<file path="config.mk">
export PLATFORM = sky130hd
export DESIGN_NAME = keypad_alarm_ctrl_flat
export DESIGN_NICKNAME = d
export VERILOG_FILES = /design/src/rtl/keypad_alarm_ctrl_if.sv /design/src/rtl/keypad_alarm_ctrl.sv /design/src/flat_wrapper.sv
export SDC_FILE = /design/constraint.sdc
export NUM_CORES = 1
export LEC_CHECK = 0
export CORE_AREA = 4 4 105 107
export CTS_CLUSTER_DIAMETER = 50
export DETAILED_ROUTE_END_ITERATION = 10
export DIE_AREA = 0 0 109 111
export HOLD_SLACK_MARGIN = 0.15
export SLEW_MARGIN = 25
export SYNTH_ARGS = -nofsm -noshare
export SYNTH_HDL_FRONTEND = slang
export SYNTH_SLANG_ARGS = --single-unit
</file>
<file path="constraint.sdc">
create_clock -name clk -period 5.7 [get_ports clk]
set_clock_uncertainty 0.05 [all_clocks]
set_input_delay 1.14 -clock clk [delete_from_list [all_inputs] [get_ports clk]]
set_output_delay 1.14 -clock clk [all_outputs]
set_load 0.03 [all_outputs]
</file>
<file path="src/rtl/keypad_alarm_ctrl_if.sv">
// ----------------------------------------------------------------------------
// keypad_alarm_ctrl_if
//   Pin-level bundle between the keypad/sensor side and keypad_alarm_ctrl.
//
//   Signals (direction as seen by the controller, modport slave):
//     row               in   4        keypad rows, row[3] = row 1
//     is_breach         in   1        security sensor level
//     col               out  4        one-hot column drive, col[3] = col 1
//     key_valid         out  1        1-cycle strobe, debounced key accepted
//     key_code          out  4        {row_idx,col_idx}, qualified by key_valid
//     digit_count       out  DCW      digits currently buffered
//     is_enabled        out  1        system armed
//     led               out  1        copy of is_enabled
//     alert_authorities out  1        high in ALARM
//     locked_out        out  1        high while the lockout timer runs
//     dbg_scan_state    out  2        scanner state (0 SCAN, 1 DEBOUNCE, 2 RELEASE)
//     dbg_alarm_state   out  3        alarm state (0 DISARMED, 1 ARMED,
//                                     2 ENTRY_DELAY, 3 ALARM, 4 PROGRAM)
//
//   Handshake: there is no backpressure anywhere in this bundle. key_valid is
//   a one-cycle strobe and key_code is meaningful only in that cycle; every
//   other output is a level that may be sampled at any time away from the
//   rising clock edge.
//
//   modport master : the keypad/sensor side (drives row, is_breach)
//   modport slave  : the controller
// ----------------------------------------------------------------------------
interface keypad_alarm_ctrl_if #(
  parameter int CODE_LEN = 4
) ();
  localparam int DCW = $clog2(CODE_LEN + 1);

  logic [3:0]     row;
  logic           is_breach;
  logic [3:0]     col;
  logic           key_valid;
  logic [3:0]     key_code;
  logic [DCW-1:0] digit_count;
  logic           is_enabled;
  logic           led;
  logic           alert_authorities;
  logic           locked_out;
  logic [1:0]     dbg_scan_state;
  logic [2:0]     dbg_alarm_state;

  modport master (
    output row, is_breach,
    input  col, key_valid, key_code, digit_count, is_enabled, led,
           alert_authorities, locked_out, dbg_scan_state, dbg_alarm_state
  );

  modport slave (
    input  row, is_breach,
    output col, key_valid, key_code, digit_count, is_enabled, led,
           alert_authorities, locked_out, dbg_scan_state, dbg_alarm_state
  );
endinterface

</file>
<file path="src/rtl/keypad_alarm_ctrl.sv">
// ----------------------------------------------------------------------------
// keypad_alarm_ctrl
//   4x4 matrix-keypad security controller. Scans the columns, debounces the
//   rows, collects CODE_LEN-digit codes and arms/disarms the system. Wrong
//   codes are counted; MAX_FAIL consecutive failures lock the keypad for
//   LOCKOUT_CYC cycles. A breach while armed starts an entry delay of
//   ENTRY_DELAY_CYC cycles before the authority alert is raised. Key '*'
//   (code 4'b1100) clears the digit buffer.
//
//   Ports:
//     clk  system clock
//     rst  synchronous active-high reset
//     bus  keypad_alarm_ctrl_if.slave (row, is_breach in; col, key_valid,
//          key_code, digit_count, is_enabled, led, alert_authorities,
//          locked_out and the two debug state fields out)
//
//   Build option: define KEYPAD_CODE_CHANGE_EN to allow changing the code.
//   Key 'D' (4'b1111) pressed in DISARMED with an empty buffer (and not
//   locked out) enters PROGRAM; the next CODE_LEN digits become the stored
//   code. '*' aborts PROGRAM. Without the macro 'D' is an ordinary digit and
//   the code is fixed at DEFAULT_CODE.
// ----------------------------------------------------------------------------
module keypad_alarm_ctrl #(
  parameter int                    CODE_LEN        = 4,
  parameter int                    DEBOUNCE_CYC    = 4,
  parameter int                    MAX_FAIL        = 3,
  parameter int                    LOCKOUT_CYC     = 1000,
  parameter int                    ENTRY_DELAY_CYC = 500,
  parameter logic [CODE_LEN*4-1:0] DEFAULT_CODE    = 16'h0965
) (
  input  logic                clk,
  input  logic                rst,
  keypad_alarm_ctrl_if.slave  bus
);

  localparam int DCW         = $clog2(CODE_LEN + 1);
  localparam int DBW         = $clog2(DEBOUNCE_CYC + 1);
  localparam int FCW         = $clog2(MAX_FAIL + 1);
  localparam int LOCK_LOAD   = (LOCKOUT_CYC < 1) ? 1 : LOCKOUT_CYC;
  localparam int LKW         = $clog2(LOCK_LOAD + 1);
  localparam int ENTRY_LOAD  = (ENTRY_DELAY_CYC < 1) ? 1 : ENTRY_DELAY_CYC;
  localparam int EDW         = $clog2(ENTRY_LOAD + 1);

  localparam logic [3:0] KEY_CLEAR = 4'b1100;
`ifdef KEYPAD_CODE_CHANGE_EN
  localparam logic [3:0] KEY_PROG  = 4'b1111;
`endif

  typedef enum logic [1:0] {
    SC_SCAN     = 2'd0,
    SC_DEBOUNCE = 2'd1,
    SC_RELEASE  = 2'd2
  } scan_e;

  typedef enum logic [2:0] {
    AL_DISARMED = 3'd0,
    AL_ARMED    = 3'd1,
    AL_ENTRY    = 3'd2,
    AL_ALARM    = 3'd3,
    AL_PROGRAM  = 3'd4
  } alarm_e;

  // Row/column one-hot mask to index; bit 3 is row/column 1 (index 0).
  function automatic logic [1:0] enc(input logic [3:0] m);
    logic [1:0] idx;
    if (m[3])      idx = 2'd0;
    else if (m[2]) idx = 2'd1;
    else if (m[1]) idx = 2'd2;
    else           idx = 2'd3;
    return idx;
  endfunction

  // ---------------------------------------------------------------- scanner
  scan_e          scan_q;
  logic [3:0]     col_q;
  logic [3:0]     row_q;
  logic [DBW-1:0] db_cnt_q;
  logic           key_valid_q;
  logic [3:0]     key_code_q;

  logic           row_zero;
  logic           row_onehot;
  logic [DBW-1:0] stable_d;

  // stable_d is the length of the current run of identical one-hot row
  // samples, including this cycle. A run starts fresh on entry from SCAN.
  always_comb begin
    row_zero   = (bus.row == 4'b0000);
    row_onehot = !row_zero && ((bus.row & (bus.row - 4'd1)) == 4'b0000);
    stable_d   = '0;
    if (row_onehot) begin
      if (scan_q == SC_DEBOUNCE && bus.row == row_q) stable_d = db_cnt_q + 1'b1;
      else                                          stable_d = DBW'(1);
    end
  end

  always_ff @(posedge clk) begin
    if (rst) begin
      scan_q      <= SC_SCAN;
      col_q       <= 4'b1000;
      row_q       <= 4'b0000;
      db_cnt_q    <= '0;
      key_valid_q <= 1'b0;
      key_code_q  <= 4'b0000;
    end else begin
      key_valid_q <= 1'b0;
      unique case (scan_q)
        SC_SCAN, SC_DEBOUNCE: begin
          if (row_zero) begin
            // Only an idle scanner advances; a bounce that dies out just
            // returns to scanning from the frozen column.
            if (scan_q == SC_SCAN) col_q <= {col_q[0], col_q[3:1]};
            scan_q   <= SC_SCAN;
            db_cnt_q <= '0;
          end else if (stable_d == DBW'(DEBOUNCE_CYC)) begin
            key_valid_q <= 1'b1;
            key_code_q  <= {enc(bus.row), enc(col_q)};
            scan_q      <= SC_RELEASE;
            db_cnt_q    <= '0;
          end else begin
            row_q    <= bus.row;
            db_cnt_q <= stable_d;
            scan_q   <= SC_DEBOUNCE;
          end
        end
        SC_RELEASE: begin
          if (!row_zero) begin
            db_cnt_q <= '0;
          end else if (db_cnt_q == DBW'(DEBOUNCE_CYC - 1)) begin
            scan_q   <= SC_SCAN;
            db_cnt_q <= '0;
          end else begin
            db_cnt_q <= db_cnt_q + 1'b1;
          end
        end
        default: begin
          scan_q   <= SC_SCAN;
          db_cnt_q <= '0;
        end
      endcase
    end
  end

  // ------------------------------------------------------- code and alarm
  alarm_e                alarm_q;
  logic [3:0]            buf_q [CODE_LEN];
  logic [DCW-1:0]        dc_q;
  logic                  code_done_q;
  logic                  code_ok_q;
  logic [FCW-1:0]        fail_q;
  logic                  locked_q;
  logic [LKW-1:0]        lock_tmr_q;
  logic [EDW-1:0]        entry_tmr_q;
  logic                  is_enabled_q;
  logic                  alert_q;
  logic [CODE_LEN*4-1:0] entered;
  logic                  code_match;

`ifdef KEYPAD_CODE_CHANGE_EN
  logic [CODE_LEN*4-1:0] code_q;
`endif

  // Full code as it would stand with the key now being accepted as the last
  // digit; first digit lands in the most significant nibble.
  always_comb begin
    entered = '0;
    for (int i = 0; i < CODE_LEN - 1; i++) entered[(CODE_LEN-1-i)*4 +: 4] = buf_q[i];
    entered[3:0] = key_code_q;
  end

  // The verdict is registered one cycle after the last digit so that the
  // comparator sits alone in its own cycle; disarm beats breach/expiry.
  assign code_match = code_done_q && code_ok_q;

  always_ff @(posedge clk) begin
    if (rst) begin
      alarm_q      <= AL_DISARMED;
      for (int i = 0; i < CODE_LEN; i++) buf_q[i] <= 4'b0000;
      dc_q         <= '0;
      code_done_q  <= 1'b0;
      code_ok_q    <= 1'b0;
      fail_q       <= '0;
      locked_q     <= 1'b0;
      lock_tmr_q   <= '0;
      entry_tmr_q  <= '0;
      is_enabled_q <= 1'b0;
      alert_q      <= 1'b0;
`ifdef KEYPAD_CODE_CHANGE_EN
      code_q       <= DEFAULT_CODE;
`endif
    end else begin
      code_done_q <= 1'b0;

      if (locked_q) begin
        if (lock_tmr_q == LKW'(1)) begin
          locked_q <= 1'b0;
          fail_q   <= '0;
        end else begin
          lock_tmr_q <= lock_tmr_q - 1'b1;
        end
      end

      if (code_done_q) begin
        if (code_ok_q) begin
          fail_q <= '0;
        end else if (fail_q == FCW'(MAX_FAIL - 1)) begin
          fail_q     <= fail_q + 1'b1;
          locked_q   <= 1'b1;
          lock_tmr_q <= LKW'(LOCK_LOAD);
        end else begin
          fail_q <= fail_q + 1'b1;
        end
      end

      unique case (alarm_q)
        AL_DISARMED: begin
          // Breach is not looked at here, so a breach in the arming cycle
          // is only seen from the following cycle on.
          if (code_match) begin
            alarm_q      <= AL_ARMED;
            is_enabled_q <= 1'b1;
          end
        end
        AL_ARMED: begin
          if (code_match) begin
            alarm_q      <= AL_DISARMED;
            is_enabled_q <= 1'b0;
            alert_q      <= 1'b0;
          end else if (bus.is_breach) begin
            alarm_q     <= AL_ENTRY;
            entry_tmr_q <= EDW'(ENTRY_LOAD);
          end
        end
        AL_ENTRY: begin
          if (code_match) begin
            alarm_q      <= AL_DISARMED;
            is_enabled_q <= 1'b0;
            alert_q      <= 1'b0;
          end else if (entry_tmr_q == EDW'(1)) begin
            alarm_q <= AL_ALARM;
            alert_q <= 1'b1;
          end else begin
            entry_tmr_q <= entry_tmr_q - 1'b1;
          end
        end
        AL_ALARM: begin
          if (code_match) begin
            alarm_q      <= AL_DISARMED;
            is_enabled_q <= 1'b0;
            alert_q      <= 1'b0;
          end
        end
        default: begin
          // PROGRAM leaves only through the key path below.
        end
      endcase

      // Keys arriving during lockout still strobe key_valid but are dropped.
      if (key_valid_q && !locked_q) begin
        if (key_code_q == KEY_CLEAR) begin
          dc_q <= '0;
`ifdef KEYPAD_CODE_CHANGE_EN
          if (alarm_q == AL_PROGRAM) alarm_q <= AL_DISARMED;
`endif
        end
`ifdef KEYPAD_CODE_CHANGE_EN
        else if (key_code_q == KEY_PROG && alarm_q == AL_DISARMED && dc_q == '0) begin
          alarm_q <= AL_PROGRAM;
        end
`endif
        else if (dc_q == DCW'(CODE_LEN - 1)) begin
          dc_q <= '0;
`ifdef KEYPAD_CODE_CHANGE_EN
          if (alarm_q == AL_PROGRAM) begin
            code_q  <= entered;
            alarm_q <= AL_DISARMED;
          end else begin
            code_done_q <= 1'b1;
            code_ok_q   <= (entered == code_q);
          end
`else
          code_done_q <= 1'b1;
          code_ok_q   <= (entered == DEFAULT_CODE);
`endif
        end else begin
          for (int i = 0; i < CODE_LEN; i++) begin
            if (dc_q == DCW'(i)) buf_q[i] <= key_code_q;
          end
          dc_q <= dc_q + 1'b1;
        end
      end
    end
  end

  assign bus.col               = col_q;
  assign bus.key_valid         = key_valid_q;
  assign bus.key_code          = key_code_q;
  assign bus.digit_count       = dc_q;
  assign bus.is_enabled        = is_enabled_q;
  assign bus.led               = is_enabled_q;
  assign bus.alert_authorities = alert_q;
  assign bus.locked_out        = locked_q;
  assign bus.dbg_scan_state    = scan_q;
  assign bus.dbg_alarm_state   = alarm_q;

endmodule

</file>
<file path="src/flat_wrapper.sv">
// flat-port wrapper written by rule: the top's interface ports become plain ports
module keypad_alarm_ctrl_flat 
#(
  parameter int                    CODE_LEN        = 4,
  parameter int                    DEBOUNCE_CYC    = 4,
  parameter int                    MAX_FAIL        = 3,
  parameter int                    LOCKOUT_CYC     = 1000,
  parameter int                    ENTRY_DELAY_CYC = 500,
  parameter logic [CODE_LEN*4-1:0] DEFAULT_CODE    = 16'h0965
)
  (clk, rst, bus_row, bus_is_breach, bus_col, bus_key_valid, bus_key_code, bus_digit_count, bus_is_enabled, bus_led, bus_alert_authorities, bus_locked_out, bus_dbg_scan_state, bus_dbg_alarm_state);
  keypad_alarm_ctrl_if #(.CODE_LEN(CODE_LEN)) bus_i ();
  input  logic clk;
  input  logic rst;
  input wire logic [$bits(bus_i.row)-1:0] bus_row;
  input wire logic [$bits(bus_i.is_breach)-1:0] bus_is_breach;
  output wire logic [$bits(bus_i.col)-1:0] bus_col;
  output wire logic [$bits(bus_i.key_valid)-1:0] bus_key_valid;
  output wire logic [$bits(bus_i.key_code)-1:0] bus_key_code;
  output wire logic [$bits(bus_i.digit_count)-1:0] bus_digit_count;
  output wire logic [$bits(bus_i.is_enabled)-1:0] bus_is_enabled;
  output wire logic [$bits(bus_i.led)-1:0] bus_led;
  output wire logic [$bits(bus_i.alert_authorities)-1:0] bus_alert_authorities;
  output wire logic [$bits(bus_i.locked_out)-1:0] bus_locked_out;
  output wire logic [$bits(bus_i.dbg_scan_state)-1:0] bus_dbg_scan_state;
  output wire logic [$bits(bus_i.dbg_alarm_state)-1:0] bus_dbg_alarm_state;
  assign bus_i.row = bus_row;
  assign bus_i.is_breach = bus_is_breach;
  assign bus_col = bus_i.col;
  assign bus_key_valid = bus_i.key_valid;
  assign bus_key_code = bus_i.key_code;
  assign bus_digit_count = bus_i.digit_count;
  assign bus_is_enabled = bus_i.is_enabled;
  assign bus_led = bus_i.led;
  assign bus_alert_authorities = bus_i.alert_authorities;
  assign bus_locked_out = bus_i.locked_out;
  assign bus_dbg_scan_state = bus_i.dbg_scan_state;
  assign bus_dbg_alarm_state = bus_i.dbg_alarm_state;
  keypad_alarm_ctrl #(.CODE_LEN(CODE_LEN), .DEBOUNCE_CYC(DEBOUNCE_CYC), .MAX_FAIL(MAX_FAIL), .LOCKOUT_CYC(LOCKOUT_CYC), .ENTRY_DELAY_CYC(ENTRY_DELAY_CYC), .DEFAULT_CODE(DEFAULT_CODE)) u_core (.clk(clk), .rst(rst), .bus(bus_i));
endmodule
</file>
* After elaboration in Yosys (flattened, before gate mapping)
Memories as Yosys holds them, arrays and structs flattened.
Index checks and enable logic that the tools add are counted.
** Storage, ports and cells
- Memories kept :: 1
- Bits in registers :: 50
- Logic and storage cells :: 169
- Bits in writable memories :: 16
** Operators by class
- Reduce and logical (&&, ||, !) cells :: 32
- Eq/ne operators :: 28
- Bitwise gates (word level) :: 9
- Mux-type cells :: 77
- Add/sub/neg operators :: 6
** Memories
- u_core.buf_q :: words 4, width 4, rd ports 3, clocked after memory_dff 0, wr ports 4, RTL line keypad_alarm_ctrl.sv:146 : logic [3:0] buf_q [CODE_LEN];
** Operators with widths (count)
- 10-bit 2-to-1 mux :: 5
- 3-bit 2-to-1 mux :: 14
- 9-bit 2-to-1 mux :: 4
- 1-bit 2-to-1 mux :: 33
- 2-bit 2-to-1 mux :: 12
- 9-bit case mux with 2 select lines :: 1
- 3-bit AND reduction :: 6
- 16-bit by 12-bit == test with 1-bit output (second input constant) :: 1
- 3-bit by 2-bit == test with 1-bit output (second input constant) :: 5
- 4-bit 2-to-1 mux :: 3
- 2-bit by 1-bit inequality test with 1-bit output (second input constant) :: 6
- 3-bit case mux with 4 select lines :: 1
- 10-bit by 1-bit == test with 1-bit output (second input constant) :: 1
- 5-bit AND reduction :: 2
- 2-bit nonzero test :: 5
- 10-bit by 1-bit subtractor with 10-bit output (second input constant) :: 1
- 9-bit by 1-bit == test with 1-bit output (second input constant) :: 1
- 3-bit OR reduction :: 3
- 9-bit by 1-bit subtractor with 9-bit output (second input constant) :: 1
- 4-bit logical NOT :: 2
- 2-bit inequality test (second input constant) :: 4
- 3-bit by 1-bit adder with 3-bit output (second input constant) :: 2
- 3-bit by 1-bit == test with 1-bit output (second input constant) :: 2
- 3-bit logical NOT :: 2
- other kinds (21) :: 35

* Longest topological paths before layout
Gate-level depths: netlist of run 1.
- Depth after elaboration :: 9
- Mapped depth :: 7

* Worst setup path before layout of run 1
No wires, ideal clock.
- Path kind :: input port to flip-flop
- From :: in bus_row[0]
- To :: reg u_core.row_q[0]
- Path slack :: 3089 ps
- Library setup time :: 135 ps
- Data required time :: 5515 ps
- Buffers on the path :: 1
- Stages on the path :: 6
- Data arrival time :: 2425 ps
- Cells stage by stage :: buf_2 > nor4b_2 > a211oi_2 > nor4_4 > or2_1 > o32ai_1
** On the way
- Cells in the longest elaborated chain, start to end :: 8
- Elaborated cells on any way between the ends :: 14
** RTL lines
- start, declared :: RTL line flat_wrapper.sv:15 : input wire logic [$bits(bus_i.row)-1:0] bus_row;
- 4-bit by 1-bit subtractor with 4-bit output :: RTL line keypad_alarm_ctrl.sv:89 : row_onehot = !row_zero && ((bus.row & (bus.row - 4'd1)) == 4'b0000);
- 4-bit AND :: RTL line keypad_alarm_ctrl.sv:89
- 4-bit logical NOT :: RTL line keypad_alarm_ctrl.sv:89
- 1-bit logical AND :: RTL line keypad_alarm_ctrl.sv:89
- 3-bit 2-to-1 mux :: RTL line keypad_alarm_ctrl.sv:91 : if (row_onehot) begin
- 3-bit == test :: RTL line keypad_alarm_ctrl.sv:115 : end else if (stable_d == DBW'(DEBOUNCE_CYC)) begin
- 1-bit inverter (no source line)
- 3-bit AND reduction (no source line)
- end signal, assigned :: RTL line keypad_alarm_ctrl.sv:121 : row_q <= bus.row;
- end, declared :: RTL line keypad_alarm_ctrl.sv:76 : logic [3:0] row_q;
Parallel ways exist; a longest one is shown, timed or not.
A chain may end at the register's enable or synchronous reset.

* Worst setup path after layout of run 1
- From :: in bus_row[3]
- To :: reg u_core.key_code_q[2] (netlist: u_core.bus.key_code[2])
** On the way
- Cells in the longest elaborated chain, start to end :: 7
- Elaborated cells on any way between the ends :: 14
** RTL lines
- 4-bit by 1-bit subtractor with 4-bit output :: RTL line keypad_alarm_ctrl.sv:89
- 4-bit AND :: RTL line keypad_alarm_ctrl.sv:89
- 4-bit logical NOT :: RTL line keypad_alarm_ctrl.sv:89
- 1-bit logical AND :: RTL line keypad_alarm_ctrl.sv:89
- 3-bit 2-to-1 mux :: RTL line keypad_alarm_ctrl.sv:91
- 3-bit == test :: RTL line keypad_alarm_ctrl.sv:115
- 3-bit AND reduction (no source line)
- end signal, assigned :: RTL line keypad_alarm_ctrl.sv:117 : key_code_q <= {enc(bus.row), enc(col_q)};
- end, declared :: RTL line keypad_alarm_ctrl.sv:79 : logic [3:0] key_code_q;
Parallel ways exist; a longest one is shown, timed or not.

==> impl_metrics.prom, run 1 <==
# TYPE chip_impl_metric gauge
chip_impl_info{name="run_status",value="completed"} 1
chip_impl_metric{name="worst_path_largest_cell_delay",unit="ps"} 570
chip_impl_metric{name="clock_sinks",unit=""} 61
chip_impl_metric{name="worst_vdd_ir",unit="mV"} 0.161
chip_impl_info{name="rsz0062_at_grt",value="false"} 1
chip_impl_metric{name="cts_buf_count",unit=""} 9
chip_impl_metric{name="ios",unit=""} 28
chip_impl_metric{name="dp.final_hpwl",unit="mm"} 4.13
chip_impl_metric{name="crit_buf_inv",unit=""} 1
chip_impl_metric{name="drc",unit=""} 0
chip_impl_metric{name="timing.reg2reg.worst_path_depth",unit=""} 7
chip_impl_info{name="cp-endpoint",value="u_core.bus.key_code[2]$_SDFFE_PP0P_"} 1
chip_impl_metric{name="comb_power_share",unit="%"} 4.3
chip_impl_metric{name="number_of_logic_stages_on_the_critical_path_including_buffering",unit=""} 6
chip_impl_metric{name="final_core_util",unit="%"} 34.7
chip_impl_metric{name="place_ws",unit="ps"} 2410
chip_impl_metric{name="synth_nets",unit=""} 337
chip_impl_info{name="worstReg2RegStart",value="u_core.db_cnt_q[0]$_SDFF_PP0_"} 1
chip_impl_metric{name="post_synth_instance_area",unit="sq um"} 2970
chip_impl_metric{name="register_area",unit="sq um"} 1340
chip_impl_metric{name="clock.fmax",unit="MHz"} 339
chip_impl_metric{name="final-hold-violation-count",unit=""} 0
chip_impl_metric{name="routed_wl",unit="mm"} 5.77
chip_impl_info{name="worst_r2r_endpoint",value="u_core.bus.key_code[2]$_SDFFE_PP0P_"} 1
chip_impl_info{name="critical_path.endpoint_type",value="flip-flop"} 1
chip_impl_metric{name="total_number_of_vias",unit=""} 2250
chip_impl_metric{name="slew_headroom",unit="%"} 35.3
chip_impl_info{name="startpoint",value="bus_row[3]"} 1
chip_impl_metric{name="crit_required",unit="ps"} 5820
chip_impl_info{name="postSynth.topFlopCell",value="sky130_fd_sc_hd__dfxtp_1"} 1
chip_impl_metric{name="critical_path_arrival",unit="ps"} 3070
chip_impl_metric{name="regToRegSetupSlack",unit="ps"} 3430
chip_impl_info{name="worst-setup-path-type",value="input pin to flip-flop"} 1
chip_impl_info{name="cts_tree",value="yes"} 1
chip_impl_metric{name="grt_pass1_wl",unit="mm"} 9.80
chip_impl_metric{name="drt-wirelength-per-cell",unit="um"} 11.9
chip_impl_metric{name="grt_overflow",unit=""} 0
chip_impl_metric{name="area_delta_synth_final",unit="%"} 18.5
chip_impl_metric{name="floorplan.initialDensity",unit="%"} 29.3
chip_impl_info{name="cts.root.buffer_cell",value="sky130_fd_sc_hd__clkbuf_8"} 1
chip_impl_metric{name="share_of_final_layout_standard_cells_stronger_than_drive_strength_1",unit="%"} 6.05
chip_impl_info{name="mostFrequentLayoutCells",value="sky130_fd_sc_hd__dfxtp_1, sky130_fd_sc_hd__nor2_1, sky130_fd_sc_hd__clkdlybuf4s50_1, sky130_fd_sc_hd__a21oi_1, sky130_fd_sc_hd__inv_1"} 1
chip_impl_metric{name="power_per_cell_area",unit="nW/um^2"} 239
chip_impl_metric{name="gpl.final_weighted_congestion",unit=""} 0.831
chip_impl_metric{name="power.clock.fraction",unit="%"} 42.3
chip_impl_metric{name="max_cap_viols",unit=""} 0
chip_impl_metric{name="area_enclosed_by_the_die_boundary",unit="sq um"} 12100
chip_impl_metric{name="fin_nets",unit=""} 361
chip_impl_metric{name="final_period_minus_worst_setup_slack",unit="ps"} 2950
chip_impl_metric{name="clock_latency",unit="ps"} 330
chip_impl_metric{name="die_x",unit="um"} 109
chip_impl_metric{name="drtAntennaViolNets",unit=""} 0
chip_impl_metric{name="h-tree-depth",unit=""} 3
chip_impl_metric{name="number_of_enable_type_register_cells_in_the_synthesized_netlist",unit=""} 12
chip_impl_metric{name="placement_rows",unit=""} 37
chip_impl_metric{name="cts.repair.resized",unit=""} 0
chip_impl_metric{name="multi_input_comb_area",unit="sq um"} 1480
chip_impl_metric{name="maximum_number_of_pins_on_one_net_before_global_route_repair",unit=""} 56
chip_impl_metric{name="n_fill_cell",unit=""} 1027
chip_impl_metric{name="detailedRoute.firstIterationViolations",unit=""} 117
chip_impl_metric{name="cts_hold_buffers",unit=""} 0
chip_impl_metric{name="cellInternalPower",unit="W"} 0.000658
chip_impl_metric{name="via_count_of_the_first_global_routing_pass",unit=""} 2135
chip_impl_metric{name="timing.final.ws_setup",unit="ps"} 2750
chip_impl_metric{name="leakagePower",unit="nW"} 1.25
chip_impl_metric{name="placement.io_buffers",unit=""} 26
chip_impl_metric{name="timing.final.setup_violations",unit=""} 0
chip_impl_info{name="worstHoldPathType",value="flip-flop to flip-flop"} 1
chip_impl_metric{name="antenna_cells",unit=""} 0
chip_impl_metric{name="finalNonFillerCells",unit=""} 483
chip_impl_metric{name="ys_seq_elements",unit=""} 61
chip_impl_metric{name="period_share",unit="%"} 51.7
chip_impl_metric{name="p_seq_share",unit="%"} 53.4
chip_impl_metric{name="global_route.usage.total",unit="%"} 9.93
chip_impl_info{name="cp_top_family",value="simple AND/OR/NAND/NOR gates"} 1
chip_impl_metric{name="worst_setup_hold_path_clk_slew",unit="ps"} 70
chip_impl_metric{name="die_ht",unit="um"} 111
chip_impl_metric{name="power.switching",unit="W"} 0.000182
chip_impl_metric{name="drt-vias-per-instance",unit=""} 4.66
chip_impl_metric{name="synth-async-reset-ratio",unit="%"} 0
chip_impl_metric{name="initial_antenna_violation_count",unit=""} 0
chip_impl_metric{name="yosysWarningCount",unit=""} 0
chip_impl_metric{name="switching_share",unit="%"} 21.6
chip_impl_metric{name="worstMarginPinSlew",unit="ps"} 971
chip_impl_info{name="layout.cells.most_common",value="sky130_fd_sc_hd__dfxtp_1"} 1
chip_impl_metric{name="place.detailed.instances",unit=""} 467
chip_impl_info{name="worstPathCellList",value="clkdlybuf4s50_1 > nor4b_2 > a211oi_2 > nor4_4 > mux2i_1 > nor2_1"} 1
chip_impl_metric{name="synth.lib_cells_used.distinct",unit=""} 50
chip_impl_metric{name="core-area",unit="sq um"} 10100
chip_impl_metric{name="synthesized_area_per_cell",unit="sq um"} 9.33
chip_impl_metric{name="setup-tns-final",unit="ps"} 0
chip_impl_metric{name="ys_seq_area_share",unit="%"} 45.2
chip_impl_metric{name="drt_pre_antenna_iters",unit=""} 4
chip_impl_info{name="critical-path-slowest-cell",value="sky130_fd_sc_hd__nor4_4"} 1
chip_impl_metric{name="clock_tree.buffer_depth",unit=""} 2
chip_impl_metric{name="timing.final.max_slew_violations",unit=""} 0
chip_impl_info{name="setup.worst_path.start_class",value="input pin"} 1
chip_impl_metric{name="worstPathMaxFanout",unit=""} 7
chip_impl_metric{name="syn-instance-count",unit=""} 318
chip_impl_metric{name="cts_setup_buffers",unit=""} 0
-- kinds of logic (layout without fill, tap and decap cells) --
logic type / count (synthesis) / in the layout / share of synthesized area, %
XOR/XNOR: 17 / 17 / 5.02
buffers and inverters: 35 / 64 / 4.81
AND/OR/NAND/NOR: 131 / 131 / 24.9
other: 1 / 1 / 0.126
flip-flops: 61 / 61 / 45.2
multiplexers: 11 / 11 / 3.71
AO/OA/AOI/OAI: 50 / 50 / 11.1
adder cells (fa/ha/maj): 12 / 12 / 5.06
-- through the flow --
stage / cell area [sq um] / hold WS (ps) / power, W
6_report: 3510 / 437 / 0.000840
5_1_grt: 3510 / 466 / 0.000876
4_1_cts: 3510 / 446 / 0.000852
2_1_floorplan: 2970 / 404 / 0.000484
3_3_place_gp: 3330 / 418 / 0.000494
3_5_place_dp: 3330 / 426 / 0.000495
-- synthesized netlist by cell type (3+ instances only) --
cell type                  instances  area [sq um]
sky130_fd_sc_hd__nand4_1           3          18.8
sky130_fd_sc_hd__edfxtp_1         12           360
sky130_fd_sc_hd__nor2_1           44           165
sky130_fd_sc_hd__nor3_1           18          90.1
sky130_fd_sc_hd__nand2b_1         13          81.3
sky130_fd_sc_hd__a21o_1            3          22.5
sky130_fd_sc_hd__nor4_1            6          37.5
sky130_fd_sc_hd__a21oi_1          24           120
sky130_fd_sc_hd__inv_1            22          82.6
sky130_fd_sc_hd__o32ai_1           3          26.3
sky130_fd_sc_hd__o21ai_0           3          15.0
sky130_fd_sc_hd__nor2b_1           5          31.3
sky130_fd_sc_hd__ha_1             12           150
sky130_fd_sc_hd__mux2i_1          11           110
sky130_fd_sc_hd__a211oi_1          3          22.5
sky130_fd_sc_hd__nand3_1           6          30.0
sky130_fd_sc_hd__clkbuf_1          7          26.3
sky130_fd_sc_hd__or3_1             8          50.1
sky130_fd_sc_hd__dfxtp_1          49           981
sky130_fd_sc_hd__a211o_1           3          26.3
sky130_fd_sc_hd__buf_2             3          15.0
sky130_fd_sc_hd__and2_1            4          25.0
sky130_fd_sc_hd__xnor2_1          15           131
sky130_fd_sc_hd__nand2_1           7          26.3
-- layer usage --
layer  routed length (um)  GRT usage [%]
met5                    0              0
met4                   75           3.54
met3                  164           2.91
met2                 2720           16.1
met1                 2810           12.4
-- state kept, by name, summed over array words and instances, names as in the netlist, 2 cells and up --
register and cells:
u_core.bus.key_code 4, u_core.bus.digit_count 3, u_core.entry_tmr_q 9, u_core.lock_tmr_q 10, u_core.bus.dbg_alarm_state 2, u_core.fail_q 2, u_core.bus.dbg_scan_state 2, u_core.bus.col 4
u_core.row_q 4, u_core.db_cnt_q 3, u_core.buf_q 12
-- area by class of cell --
class | count | area share (%)
clock buffer | 11 | 3.74
clock inverter | 5 | 1.46
inverter | 22 | 2.35
multi-input combinational | 222 | 42.2
sequential | 61 | 38.2
tap | 136 | 4.84
timing repair buffer | 26 | 7.26
-- worst min-delay path, delay by kind of cell (launching register included) --
| family | cells | cell delay [ps] |
|---|---|---|
| DFF | 1 | 330 |
| AOI/OAI and AO/OA | 1 | 60 |
| and+or+nand+nor | 1 | 70 |
-- power groups by stage --
stage               Clock [W]  Sequential [W]  Combinational (W)
finish               0.000355        0.000449          0.0000364
global placement            0        0.000458          0.0000361
floorplan                   0        0.000459          0.0000254
detailed placement          0        0.000458          0.0000365
global route         0.000387        0.000449          0.0000396
CTS                  0.000367        0.000449          0.0000366
-- how the worst min path moves through the flow --
stage	startpoint	endpoint	slack, ps	cells after the start
floorplan	u_core.code_ok_q$_SDFFE_PP0P_	u_core.bus.dbg_alarm_state[1]$_SDFFE_PP0P_	400	1
global placement	u_core.bus.alert_authorities$_SDFFE_PP0P_	u_core.bus.alert_authorities$_SDFFE_PP0P_	420	2
detailed placement	u_core.fail_q[1]$_SDFFE_PP0P_	u_core.fail_q[1]$_SDFFE_PP0P_	430	1
CTS	u_core.fail_q[1]$_SDFFE_PP0P_	u_core.fail_q[1]$_SDFFE_PP0P_	450	1
global route	u_core.row_q[3]$_SDFFE_PP0P_	u_core.row_q[3]$_SDFFE_PP0P_	470	2
finish	u_core.lock_tmr_q[2]$_SDFF_PP0_	u_core.lock_tmr_q[2]$_SDFF_PP0_	440	2
Power figures use the tool's default switching activity.
==> inputs of run 2 (changes only) <==
==> constraint.sdc (replaced) <==
create_clock -name clk -period 2.8 [get_ports clk]
set_clock_uncertainty 0.05 [all_clocks]
set_input_delay 0.56 -clock clk [delete_from_list [all_inputs] [get_ports clk]]
set_output_delay 0.56 -clock clk [all_outputs]
set_load 0.03 [all_outputs]
==> run 2 against run 1 <==
Net effect: critical endpoint unchanged; worst hold slack got worse by 8.5 ps; count of clock-buffer cells in the layout did not move; sequential share of layout area fell by 0.26 points; total power rose by 110%; clock power rose by 110%; first-iteration DRC count did not move.
==> impl_metrics.prom, run 2 (synthesized netlist as in run 1, its figures left out) <==
# TYPE chip_impl_metric gauge
chip_impl_info{name="worst-setup-path-type",value="input pin to flip-flop"} 1
chip_impl_metric{name="cts_hold_buffers",unit=""} 0
chip_impl_metric{name="core-area",unit="sq um"} 10100
chip_impl_metric{name="report.power.total",unit="W"} 0.00174
chip_impl_metric{name="gpl.final_weighted_congestion",unit=""} 0.837
chip_impl_metric{name="final-hold-violation-count",unit=""} 0
chip_impl_metric{name="detailedRoute.firstIterationViolations",unit=""} 117
chip_impl_metric{name="setup-tns-final",unit="ps"} 0
chip_impl_metric{name="drt_pre_antenna_iters",unit=""} 5
chip_impl_metric{name="n_fill_cell",unit=""} 1039
chip_impl_metric{name="cts.repair.resized",unit=""} 0
chip_impl_metric{name="drt-vias-per-instance",unit=""} 4.62
chip_impl_metric{name="h-tree-depth",unit=""} 3
chip_impl_metric{name="worst_path_largest_cell_delay",unit="ps"} 530
chip_impl_metric{name="use_met2",unit="%"} 16.2
chip_impl_metric{name="worst_vdd_ir",unit="mV"} 0.211
chip_impl_info{name="setup.worst_path.start_class",value="input pin"} 1
chip_impl_metric{name="grt_pass1_wl",unit="mm"} 9.98
chip_impl_info{name="worstHoldPathType",value="flip-flop to flip-flop"} 1
chip_impl_metric{name="placement_rows",unit=""} 37
chip_impl_metric{name="maximum_number_of_pins_on_one_net_before_global_route_repair",unit=""} 41
chip_impl_metric{name="timing.final.ws_setup",unit="ps"} 545
chip_impl_metric{name="area_delta_synth_final",unit="%"} 19.3
chip_impl_metric{name="timing.final.setup_violations",unit=""} 0
chip_impl_metric{name="fin_nets",unit=""} 363
chip_impl_metric{name="final_period_minus_worst_setup_slack",unit="ps"} 2260
chip_impl_metric{name="clock_latency",unit="ps"} 330
chip_impl_metric{name="timing.final.max_slew_violations",unit=""} 0
chip_impl_info{name="cts.root.buffer_cell",value="sky130_fd_sc_hd__clkbuf_8"} 1
chip_impl_metric{name="worstMarginPinSlew",unit="ps"} 634
chip_impl_metric{name="global_route.usage.total",unit="%"} 10.3
chip_impl_info{name="layout.cells.most_common",value="sky130_fd_sc_hd__dfxtp_1"} 1
chip_impl_metric{name="largest_register_ff_count",unit=""} 12
chip_impl_metric{name="critical_path_arrival",unit="ps"} 2410
chip_impl_metric{name="initial_antenna_violation_count",unit=""} 0
chip_impl_info{name="globalRoute.busiestLayer",value="met2"} 1
chip_impl_metric{name="via_count_of_the_first_global_routing_pass",unit=""} 2170
chip_impl_metric{name="die_ht",unit="um"} 111
chip_impl_metric{name="area_enclosed_by_the_die_boundary",unit="sq um"} 12100
chip_impl_metric{name="crit_required",unit="ps"} 2960
chip_impl_info{name="mostFrequentLayoutCells",value="sky130_fd_sc_hd__dfxtp_1, sky130_fd_sc_hd__nor2_1, sky130_fd_sc_hd__clkdlybuf4s50_1, sky130_fd_sc_hd__a21oi_1, sky130_fd_sc_hd__inv_1"} 1
chip_impl_info{name="top_regs",value="u_core.buf_q x12, u_core.lock_tmr_q x10, u_core.entry_tmr_q x9"} 1
chip_impl_metric{name="grt.met1_usage",unit="%"} 12.6
chip_impl_metric{name="cts_buf_count",unit=""} 9
chip_impl_metric{name="period_share",unit="%"} 80.5
chip_impl_metric{name="place_ws",unit="ps"} 198
chip_impl_metric{name="clock_tree.buffer_depth",unit=""} 2
chip_impl_metric{name="max_cap_viols",unit=""} 0
chip_impl_metric{name="worst_setup_hold_path_clk_slew",unit="ps"} 70
chip_impl_metric{name="floorplan.initialDensity",unit="%"} 29.3
chip_impl_info{name="critical-path-slowest-cell",value="sky130_fd_sc_hd__clkdlybuf4s50_1"} 1
chip_impl_metric{name="leakagePower",unit="nW"} 1.26
chip_impl_metric{name="total_number_of_vias",unit=""} 2243
chip_impl_metric{name="slew_headroom",unit="%"} 57.4
chip_impl_metric{name="drc",unit=""} 0
chip_impl_metric{name="routed_wl",unit="mm"} 5.71
chip_impl_info{name="cts_tree",value="yes"} 1
chip_impl_info{name="run_status",value="completed"} 1
chip_impl_metric{name="drtAntennaViolNets",unit=""} 0
chip_impl_info{name="largest_register",value="u_core.buf_q"} 1
chip_impl_metric{name="drt-wirelength-per-cell",unit="um"} 11.8
chip_impl_info{name="worstPathCellList",value="clkdlybuf4s50_1 > nor4b_2 > a211oi_2 > nor4_4 > buf_4 > mux2i_1 > nor2_1"} 1
chip_impl_metric{name="dp.final_hpwl",unit="mm"} 4.13
chip_impl_info{name="critical_path.endpoint_type",value="flip-flop"} 1
chip_impl_info{name="rsz0062_at_grt",value="false"} 1
chip_impl_metric{name="clock_sinks",unit=""} 61
chip_impl_metric{name="die_x",unit="um"} 109
chip_impl_metric{name="placement.io_buffers",unit=""} 26
chip_impl_metric{name="share_of_final_layout_standard_cells_stronger_than_drive_strength_1",unit="%"} 6.59
chip_impl_metric{name="worstPathMaxFanout",unit=""} 7
chip_impl_metric{name="power_per_cell_area",unit="nW/um^2"} 491
chip_impl_metric{name="final.hold.worst_slack",unit="ps"} 429
chip_impl_metric{name="grt_overflow",unit=""} 0
chip_impl_metric{name="ios",unit=""} 28
chip_impl_metric{name="clock.fmax",unit="MHz"} 443
chip_impl_metric{name="cts_setup_buffers",unit=""} 0
chip_impl_metric{name="grt_use_met3",unit="%"} 3.26
chip_impl_metric{name="antenna_cells",unit=""} 0
==> run 2: cell type report <==
cell class / count / area (sq um) / area share [%]
clock inverter: 5 / 50.0 / 1.41
multi-input combinational: 222 / 1480 / 41.9
sequential: 61 / 1340 / 37.9
clock buffer: 11 / 141 / 4.00
tap: 136 / 170 / 4.81
inverter: 22 / 82.6 / 2.33
timing repair buffer: 28 / 270 / 7.64
==> run 2: worst paths after layout <==
path	from	end	slack [ps]	cells past startpoint
worst min-delay path	u_core.lock_tmr_q[1]$_SDFF_PP0_	u_core.lock_tmr_q[1]$_SDFF_PP0_	430	2
worst max-delay path	bus_row[3]	u_core.bus.key_code[2]$_SDFFE_PP0P_	540	7
worst min register to register	u_core.lock_tmr_q[1]$_SDFF_PP0_	u_core.lock_tmr_q[1]$_SDFF_PP0_	430	2
worst max register to register	u_core.db_cnt_q[0]$_SDFF_PP0_	u_core.bus.key_code[2]$_SDFFE_PP0P_	650	8
==> run 2: routing by layer <==
| layer | routed length (um) | share of wire, % |
|---|---|---|
| met5 | 0 | 0 |
| met4 | 29 | 0.51 |
| met3 | 266 | 4.7 |
| met2 | 2850 | 50 |
| met1 | 2570 | 45 |
==> run 2: per-stage QoR <==
| step | instance area [sq um] | std cells | util [%] |
|---|---|---|---|
| 2_1_floorplan | 2970 | 318 | - |
| 3_3_place_gp | 3350 | 469 | 33.0 |
| 3_5_place_dp | 3350 | 469 | 33.0 |
| 4_1_cts | 3540 | 485 | 34.9 |
| 5_1_grt | 3540 | 485 | 34.9 |
| 6_report | 3540 | 485 | 34.9 |
==> run 2: critical path: cells and delay by family <==
family | cells | cell delay (ps)
compound gates | 1 | 120
buf+inv | 2 | 740
simple gates | 3 | 800
mux | 1 | 190
==> run 2: power by group <==
| group | leakage (nW) | internal (W) | total [W] | switching (W) |
|---|---|---|---|---|
| Clock | 0.0944 | 0.000428 | 0.000751 | 0.000324 |
| Sequential | 0.520 | 0.000906 | 0.000912 | 0.00000672 |
| Combinational | 0.646 | 0.0000299 | 0.0000748 | 0.0000448 |
| Total | 1.26 | 0.00136 | 0.00174 | 0.000375 |
==> inputs of run 3 (changes only) <==
==> constraint.sdc (replaced) <==
create_clock -name clk -period 2.2 [get_ports clk]
set_clock_uncertainty 0.05 [all_clocks]
set_input_delay 0.44 -clock clk [delete_from_list [all_inputs] [get_ports clk]]
set_output_delay 0.44 -clock clk [all_outputs]
set_load 0.03 [all_outputs]
==> run 3 against run 2 <==
Net effect: cell count grew 4.1%; sequential share of layout area down 2.2 points; total power up 34%; critical path depth decreased by 6; worst hold slack lost 3.3 ps; design area increased by 6.2%; critical path type is now flip-flop to output port; critical endpoint is now bus_dbg_scan_state[1]; largest cell class unchanged.
==> impl_metrics.prom, run 3 (synthesized netlist as in run 1, its figures left out) <==
# TYPE chip_impl_metric gauge
chip_impl_info{name="run_status",value="completed"} 1
chip_impl_metric{name="final_core_util",unit="%"} 37.1
chip_impl_metric{name="grt_overflow",unit=""} 0
chip_impl_metric{name="report.power.total",unit="W"} 0.00232
chip_impl_metric{name="crit_buf_inv",unit=""} 1
chip_impl_metric{name="detailedRoute.firstIterationViolations",unit=""} 128
chip_impl_metric{name="cellInternalPower",unit="W"} 0.00183
chip_impl_metric{name="power_per_cell_area",unit="nW/um^2"} 618
chip_impl_metric{name="cts_buf_count",unit=""} 9
chip_impl_metric{name="period_share",unit="%"} 94.9
chip_impl_info{name="worstHoldPathType",value="flip-flop to flip-flop"} 1
chip_impl_metric{name="placement.io_buffers",unit=""} 26
chip_impl_metric{name="power.switching",unit="W"} 0.000490
chip_impl_info{name="cts.root.buffer_cell",value="sky130_fd_sc_hd__clkbuf_8"} 1
chip_impl_info{name="worstReg2RegStart",value="u_core.db_cnt_q[0]$_SDFF_PP0_"} 1
chip_impl_metric{name="drtAntennaViolNets",unit=""} 0
chip_impl_metric{name="critical_path_arrival",unit="ps"} 1600
chip_impl_info{name="critical_path.endpoint_type",value="output port"} 1
chip_impl_metric{name="ios",unit=""} 28
chip_impl_metric{name="die_x",unit="um"} 109
chip_impl_metric{name="placement_rows",unit=""} 37
chip_impl_metric{name="placement.cell_area",unit="sq um"} 3480
chip_impl_metric{name="dp.final_hpwl",unit="mm"} 4.39
chip_impl_metric{name="initial_antenna_violation_count",unit=""} 0
chip_impl_metric{name="worst_setup_hold_path_clk_slew",unit="ps"} 60
chip_impl_metric{name="h-tree-depth",unit=""} 3
chip_impl_metric{name="drt_pre_antenna_iters",unit=""} 4
chip_impl_info{name="mostFrequentLayoutCells",value="sky130_fd_sc_hd__dfxtp_1, sky130_fd_sc_hd__nor2_1, sky130_fd_sc_hd__a21oi_1, sky130_fd_sc_hd__inv_1"} 1
chip_impl_metric{name="timing.final.max_slew_violations",unit=""} 0
chip_impl_metric{name="die_ht",unit="um"} 111
chip_impl_metric{name="clock_tree.buffer_depth",unit=""} 2
chip_impl_info{name="critical-path-slowest-cell",value="sky130_fd_sc_hd__clkdlybuf4s50_1"} 1
chip_impl_info{name="worst-setup-path-type",value="flip-flop to output port"} 1
chip_impl_metric{name="clock_latency",unit="ps"} 330
chip_impl_metric{name="timing.final.setup_violations",unit=""} 0
chip_impl_metric{name="antenna_cells",unit=""} 0
chip_impl_metric{name="multi_input_comb_area",unit="sq um"} 1520
chip_impl_metric{name="final_period_minus_worst_setup_slack",unit="ps"} 2090
chip_impl_info{name="layout.cells.most_common",value="sky130_fd_sc_hd__dfxtp_1"} 1
chip_impl_metric{name="clock.fmax",unit="MHz"} 479
chip_impl_metric{name="n_fill_cell",unit=""} 1018
chip_impl_metric{name="floorplan.initialDensity",unit="%"} 29.3
chip_impl_metric{name="drc",unit=""} 0
chip_impl_metric{name="worst_path_largest_cell_delay",unit="ps"} 740
chip_impl_metric{name="register_area",unit="sq um"} 1340
chip_impl_metric{name="maximum_number_of_pins_on_one_net_before_global_route_repair",unit=""} 21
chip_impl_metric{name="leakagePower",unit="nW"} 1.42
chip_impl_metric{name="area_enclosed_by_the_die_boundary",unit="sq um"} 12100
chip_impl_metric{name="total_number_of_vias",unit=""} 2370
chip_impl_info{name="top_regs",value="u_core.buf_q x12, u_core.lock_tmr_q x10, u_core.entry_tmr_q x9"} 1
chip_impl_metric{name="area_delta_synth_final",unit="%"} 26.7
chip_impl_metric{name="comb_power_share",unit="%"} 5.1
chip_impl_info{name="cts_tree",value="yes"} 1
chip_impl_info{name="largest_register",value="u_core.buf_q"} 1
chip_impl_metric{name="core-area",unit="sq um"} 10100
chip_impl_metric{name="power.clock.fraction",unit="%"} 44.9
chip_impl_info{name="worst_hold_startpoint",value="u_core.bus.alert_authorities$_SDFFE_PP0P_"} 1
chip_impl_info{name="startpoint",value="u_core.bus.dbg_scan_state[1]$_SDFFE_PP0P_"} 1
chip_impl_metric{name="worst_vdd_ir",unit="mV"} 0.293
chip_impl_metric{name="fin_nets",unit=""} 383
chip_impl_metric{name="share_of_final_layout_standard_cells_stronger_than_drive_strength_1",unit="%"} 12.5
chip_impl_metric{name="setup-tns-final",unit="ps"} 0
chip_impl_metric{name="drt-vias-per-instance",unit=""} 4.69
chip_impl_metric{name="finalInstanceArea",unit="sq um"} 3760
chip_impl_metric{name="cts_hold_buffers",unit=""} 0
chip_impl_info{name="worstPathCellList",value="clkdlybuf4s50_1"} 1
chip_impl_metric{name="gpl.final_weighted_congestion",unit=""} 0.784
chip_impl_metric{name="worstPathMaxFanout",unit=""} 8
chip_impl_metric{name="switching_share",unit="%"} 21.1
chip_impl_metric{name="crit_required",unit="ps"} 1710
chip_impl_metric{name="routed_wl",unit="mm"} 6.09
chip_impl_metric{name="drt-wirelength-per-cell",unit="um"} 12.0
chip_impl_info{name="setup.worst_path.start_class",value="flip-flop"} 1
chip_impl_metric{name="max_cap_viols",unit=""} 0
chip_impl_metric{name="final.hold.worst_slack",unit="ps"} 425
chip_impl_metric{name="grt_pass1_wl",unit="mm"} 10.7
chip_impl_metric{name="final-hold-violation-count",unit=""} 0
chip_impl_metric{name="clock_sinks",unit=""} 61
chip_impl_metric{name="p_seq_share",unit="%"} 50.0
chip_impl_metric{name="largest_register_ff_count",unit=""} 12
chip_impl_metric{name="global_route.usage.total",unit="%"} 10.9
chip_impl_metric{name="via_count_of_the_first_global_routing_pass",unit=""} 2404
chip_impl_info{name="cp_top_family",value="buffers and inverters"} 1
[run 3: per-layer routing]
layer,wire [um],vias up,GRT usage [%]
met5,0,-,0
met4,123,0,4.38
met3,279,8,3.79
met2,2830,33,17.5
met1,2850,1128,13.3
li1,-,1201,-
[run 3: through the flow]
stage	instances	setup slack (ps)
after floorplan	318	174
final	505	113
after global routing	505	-3.56
after global placement	485	-179
after detailed placement	485	-285
after CTS	503	15.4
[run 3: power by group through the flow]
| stage | clock [W] | sequential (W) | combinational [W] |
|---|---|---|---|
| after global routing | 0.00113 | 0.00116 | 0.000130 |
| after floorplan | 0 | 0.00119 | 0.0000658 |
| after CTS | 0.00107 | 0.00116 | 0.000115 |
| after detailed placement | 0 | 0.00119 | 0.000115 |
| final | 0.00104 | 0.00116 | 0.000119 |
| after global placement | 0 | 0.00119 | 0.000113 |
[run 3: final timing paths]
check                                         endpoint  slack [ps]  depth (start not counted)
max                              bus_dbg_scan_state[1]         110                          1
min          u_core.bus.alert_authorities$_SDFFE_PP0P_         430                          2
min reg2reg  u_core.bus.alert_authorities$_SDFFE_PP0P_         430                          2
max reg2reg        u_core.bus.key_code[3]$_SDFFE_PP0P_         160                          8
[run 3: final cells by class]
| cell class | count | area share (%) |
|---|---|---|
| inverter | 22 | 2.20 |
| clock inverter | 6 | 2.06 |
| timing repair buffer | 48 | 11.8 |
| multi-input combinational | 222 | 40.3 |
| tap | 136 | 4.53 |
| sequential | 61 | 35.7 |
| clock buffer | 10 | 3.40 |
[run 3: what timing repair did]
item	in CTS	in global routing
setup endpoints to repair	1	9
pin swaps	1	2
buffers inserted	2	2
resized for setup	1	9
